`src/rtl/demo_sequencer.sv`:
```
// Demo-scene timing sequencer: counts video frames, fades each scene in, holds it,
// fades it out and steps to the next scene. Pause gates time to single-step requests.
module demo_sequencer #(
    parameter int NUM_SCENES   = 6,
    parameter int SCENE_FRAMES = 256
) (
    input  logic        clk,
    input  logic        reset,
    input  logic        new_frame,
    input  logic        pause,
    input  logic        advance_frame,
    input  logic        skip,
    output logic        frame_tick,
    output logic [2:0]  scene,
    output logic [7:0]  scene_time,
    output logic [3:0]  fade,
    output logic [15:0] global_frame
);
    typedef enum logic [1:0] {FADE_IN, SHOW, FADE_OUT} state_e;

    localparam logic [7:0] SHOW_END   = 8'(SCENE_FRAMES - 17);
    localparam logic [2:0] LAST_SCENE = 3'(NUM_SCENES - 1);

    state_e      state_q, state_d, eff_state;
    logic [2:0]  scene_q, scene_d;
    logic [7:0]  stime_q, stime_d;
    logic [3:0]  fade_q, fade_d;
    logic [15:0] gframe_q, gframe_d;
    logic        tick_q;
    logic        adv_prev_q, skip_prev_q;
    logic        adv_edge, skip_edge, advance, skip_take;

    assign adv_edge  = advance_frame & ~adv_prev_q;
    assign skip_edge = skip & ~skip_prev_q;
    assign advance   = pause ? adv_edge : new_frame;
    assign skip_take = skip_edge & (state_q != FADE_OUT);
    // A skip landing with an advance is folded in: the advance sees FADE_OUT.
    assign eff_state = skip_take ? FADE_OUT : state_q;

    always_ff @(posedge clk) begin
        if (reset) begin
            state_q     <= FADE_IN;
            scene_q     <= 3'd0;
            stime_q     <= 8'd0;
            fade_q      <= 4'd0;
            gframe_q    <= 16'd0;
            tick_q      <= 1'b0;
            adv_prev_q  <= 1'b1;
            skip_prev_q <= 1'b1;
        end else begin
            state_q     <= state_d;
            scene_q     <= scene_d;
            stime_q     <= stime_d;
            fade_q      <= fade_d;
            gframe_q    <= gframe_d;
            tick_q      <= advance;
            adv_prev_q  <= advance_frame;
            skip_prev_q <= skip;
        end
    end

    always_comb begin
        state_d = state_q;
        if (advance) begin
            case (eff_state)
                FADE_IN:  if (fade_q == 4'd14) state_d = SHOW;
                SHOW:     if (stime_q == SHOW_END) state_d = FADE_OUT;
                FADE_OUT: state_d = (fade_q == 4'd0) ? FADE_IN : FADE_OUT;
                default:  state_d = FADE_IN;
            endcase
        end else if (skip_take) begin
            state_d = FADE_OUT;
        end
    end

    always_comb begin
        scene_d  = scene_q;
        stime_d  = stime_q;
        fade_d   = fade_q;
        gframe_d = gframe_q;
        if (advance) begin
            gframe_d = gframe_q + 16'd1;
            stime_d  = stime_q + 8'd1;
            case (eff_state)
                FADE_IN: fade_d = fade_q + 4'd1;
                FADE_OUT: begin
                    if (fade_q != 4'd0) begin
                        fade_d = fade_q - 4'd1;
                    end else begin
                        scene_d = (scene_q == LAST_SCENE) ? 3'd0 : scene_q + 3'd1;
                        stime_d = 8'd0;
                    end
                end
                default: fade_d = fade_q;
            endcase
        end
    end

    assign frame_tick   = tick_q;
    assign scene        = scene_q;
    assign scene_time   = stime_q;
    assign fade         = fade_q;
    assign global_frame = gframe_q;
endmodule

```
`config.mk`:
```
export PLATFORM = sky130hd
export DESIGN_NAME = demo_sequencer
export DESIGN_NICKNAME = d
export VERILOG_FILES = /design/src/rtl/demo_sequencer.sv
export SDC_FILE = /design/constraint.sdc
export NUM_CORES = 1
export LEC_CHECK = 0
export BUFFER_PORTS_ARGS = -buffer_cell sky130_fd_sc_hd__buf_4
export CORE_MARGIN = 3
export CORE_UTILIZATION = 48
export CTS_CLUSTER_SIZE = 12
export DETAILED_ROUTE_END_ITERATION = 10
export GPL_TIMING_DRIVEN = 0
export PLACE_DENSITY = 0.82
export SLEW_MARGIN = 5
export SYNTH_ARGS = -nofsm -noshare
export SYNTH_HDL_FRONTEND = slang
export SYNTH_SLANG_ARGS = --single-unit
```
`constraint.sdc`:
```
create_clock -name clk -period 2 [get_ports clk]
set_input_delay 0.1 -clock clk [delete_from_list [all_inputs] [get_ports clk]]
set_output_delay 0.1 -clock clk [all_outputs]
set_load 0.02 [all_outputs]
```
==> impl_metrics.ini <==
[outcome]
status = finished, final reports clean

[synth]
syn-num-nets = 214
yosys.area_share.simple_pct = 26.2
yosysUniqueCellTypes = 48
synth-seq-cells = 36
netlist_area_um2 = 1820
syn_inst = 205
synth-main-ff-cell = dfxtp_1
synthArstFlopShare_pct = 0
synthMuxAreaShare_pct = 1.24
ys_seq_area_share_pct = 39.6
synth_fa_ha_area_share_pct = 2.06
synthXorXnorAreaFrac_pct = 5.30
synth_top_family_by_area = simple AND/OR/NAND/NOR gates
synth_compound_area_share_pct = 20.4
synth_enable_flop_cells = 0
synth_area_per_cell_um2 = 8.87
yosysWarningCount = 0

[sta]
fin_crit_ps = 1850
fin_setup_tns_ps = 0
fin_crit_sh_pct = 92.6
fmax_mhz = 540
report.final.setup_viol = 0
timing.final.ws_setup_ps = 147
rsz0062_at_grt = no
slew_violations = 0
finClkSkew_ps = 6.78
max-slew-margin-rel_pct = 63.0
hold_violations = 0
tightest_slew_ps = 541

[floorplan]
start_util_pct = 52.0
pin_count = 38
die_y_um = 67.5
dieArea_um2 = 4560
core_um2 = 3490
num_rows = 21
die_width_um = 67.5

[clocking]
clk_pin_slew_ps = 70
clkLatencyLatePin_ps = 290
cts_buffers = 5
cts_buffer_depth = 2
cts.sinks = 36
htreeDepth = 2
cts_root_buf = clkbuf_8
tritoncts = done

[detailed_routing]
wl_per_cell_um = 13.8
antenna_left = 0
wirelength_um = 4090
first_pass_iters = 4
via_count = 1705
drt_iter0_drc = 76
drc = 0
viasPerCell = 5.74

[global_route]
grt_use_total_pct = 18.8
grt_pass1_vias = 1455
overflow = 0
antenna_found_initial = 0
grt_pass1_wl_um = 6580
grt_start_max_net_pins = 11

[final_layout]
antenna_cells = 0
drive_above_1_share_pct = 27.1
final_common_cell = buf_4
layout.nets = 260
final_cell_area_um2 = 2280
n_fill_cell = 288
fin_cells = 297
multi_input_area_um2 = 1010
fin_util_pct = 65.3
final_cell_mix = 41 x buf_4, 34 x dfxtp_1, 20 x a21oi_1
syn_to_final_growth_pct = 25.5
regArea_um2 = 723

[power_and_ir_drop]
power_density_nw_per_um2 = 651
peakVddDrop_uv = 490
p_leak_nw = 0.880

[setup_path]
worst_setup_path_start_kind = register
worstPathRequired_ps = 2180
criticalPathCategory = reg -> reg
critPathCaptureType = register
cp_max_fo = 4
cp.arrival_ps = 2040

[placement]
dpl-instance-area_um2 = 2150
hpwl_um = 2880
gp_congestion = 0.842
place_inst = 288
pre_cts_slack_ps = -119
port_buffers = 37

[flow_run]
cap_violations = 0

[worst_hold_path]
holdCritPathClass = in -> reg
synth_stat cells (4+ instances only):
| library cell | count | area, um2 |
|---|---|---|
| xor2_1 | 6 | 52.6 |
| nor2_1 | 18 | 67.6 |
| dfxtp_1 | 36 | 721 |
| inv_1 | 4 | 15.0 |
| nand3_1 | 8 | 40.0 |
| nand2b_1 | 4 | 25.0 |
| or4_1 | 4 | 30.0 |
| a211oi_1 | 4 | 30.0 |
| nor2b_1 | 4 | 25.0 |
| o21ai_0 | 16 | 80.1 |
| or3_1 | 9 | 56.3 |
| o2111ai_1 | 5 | 43.8 |
| xnor2_1 | 5 | 43.8 |
| nand2_1 | 15 | 56.3 |
| a21oi_1 | 20 | 100 |
flip-flops by register name (all words and copies together), names as in the netlist:
name / flops
adv_prev_q: 1
fade: 4
frame_tick: 1
global_frame: 16
scene: 3
scene_time: 8
skip_prev_q: 1
state_q: 2
critical path: stages, from the launching register on:
cell and delay (ps):
dfxtp_1 340, nor2b_1 50, buf_4 140, nor2_2 150
xnor2_1 90, ha_1 190, nor2_1 80, o21ai_0 90
a211oi_1 250, mux2_2 350
worst paths after layout:
kind	start	to	slack, ps	cells after the start
worst max register to register	skip_prev_q	fade[2]	150	9
worst min-delay path	skip	skip_prev_q	20	2
worst min register to register	global_frame[15]	global_frame[15]	490	2
worst max-delay path	skip_prev_q	fade[2]	150	9
per-layer routing:
layer  part of all wire (%)  routed length [um]  vias to the layer above  GRT usage (%)
li1                       -                   -                      847              -
met1                     49                1990                      802           26.6
met2                     45                1840                       51           28.4
met3                    5.4                 222                        5           3.66
met4                   0.73                  30                        0           6.08
met5                      0                   0                        -              0
power breakdown:
part	internal (mW)	switching, mW
Combinational	0.0768	0.0912
Clock	0.307	0.255
Sequential	0.733	0.0225
cells by family (layout without fill, tap and decap cells):
family,count (synthesis),after routing
adders and majority gates,3,3
xor gates and xnor gates,11,11
DFF,36,36
muxes,2,2
buffers and inverters,13,59
and+or+nand+nor,82,82
AOI/OAI and AO/OA,58,58
area by class of cell:
type	instances	area share, %
timing repair buffer	39	12.8
inverter	4	0.658
multi-input combinational	156	44.4
buffer	9	3.62
clock buffer	7	4.22
tap	46	2.52
sequential	36	31.7
repair_timing:
item	in CTS	in global routing
buffers inserted	0	2
hold buffers	0	0
setup endpoints to repair	1	1
gates cloned	0	0
pin swaps	0	1
gates resized for setup	2	7
stage by stage:
step	power [mW]	hold slack, ps
5_1_grt	1.53	36.2
3_5_place_dp	0.933	314
2_1_floorplan	0.877	207
4_1_cts	1.49	22.7
6_report	1.49	21.6
3_3_place_gp	0.930	306
(Power assumes the default switching activity.)
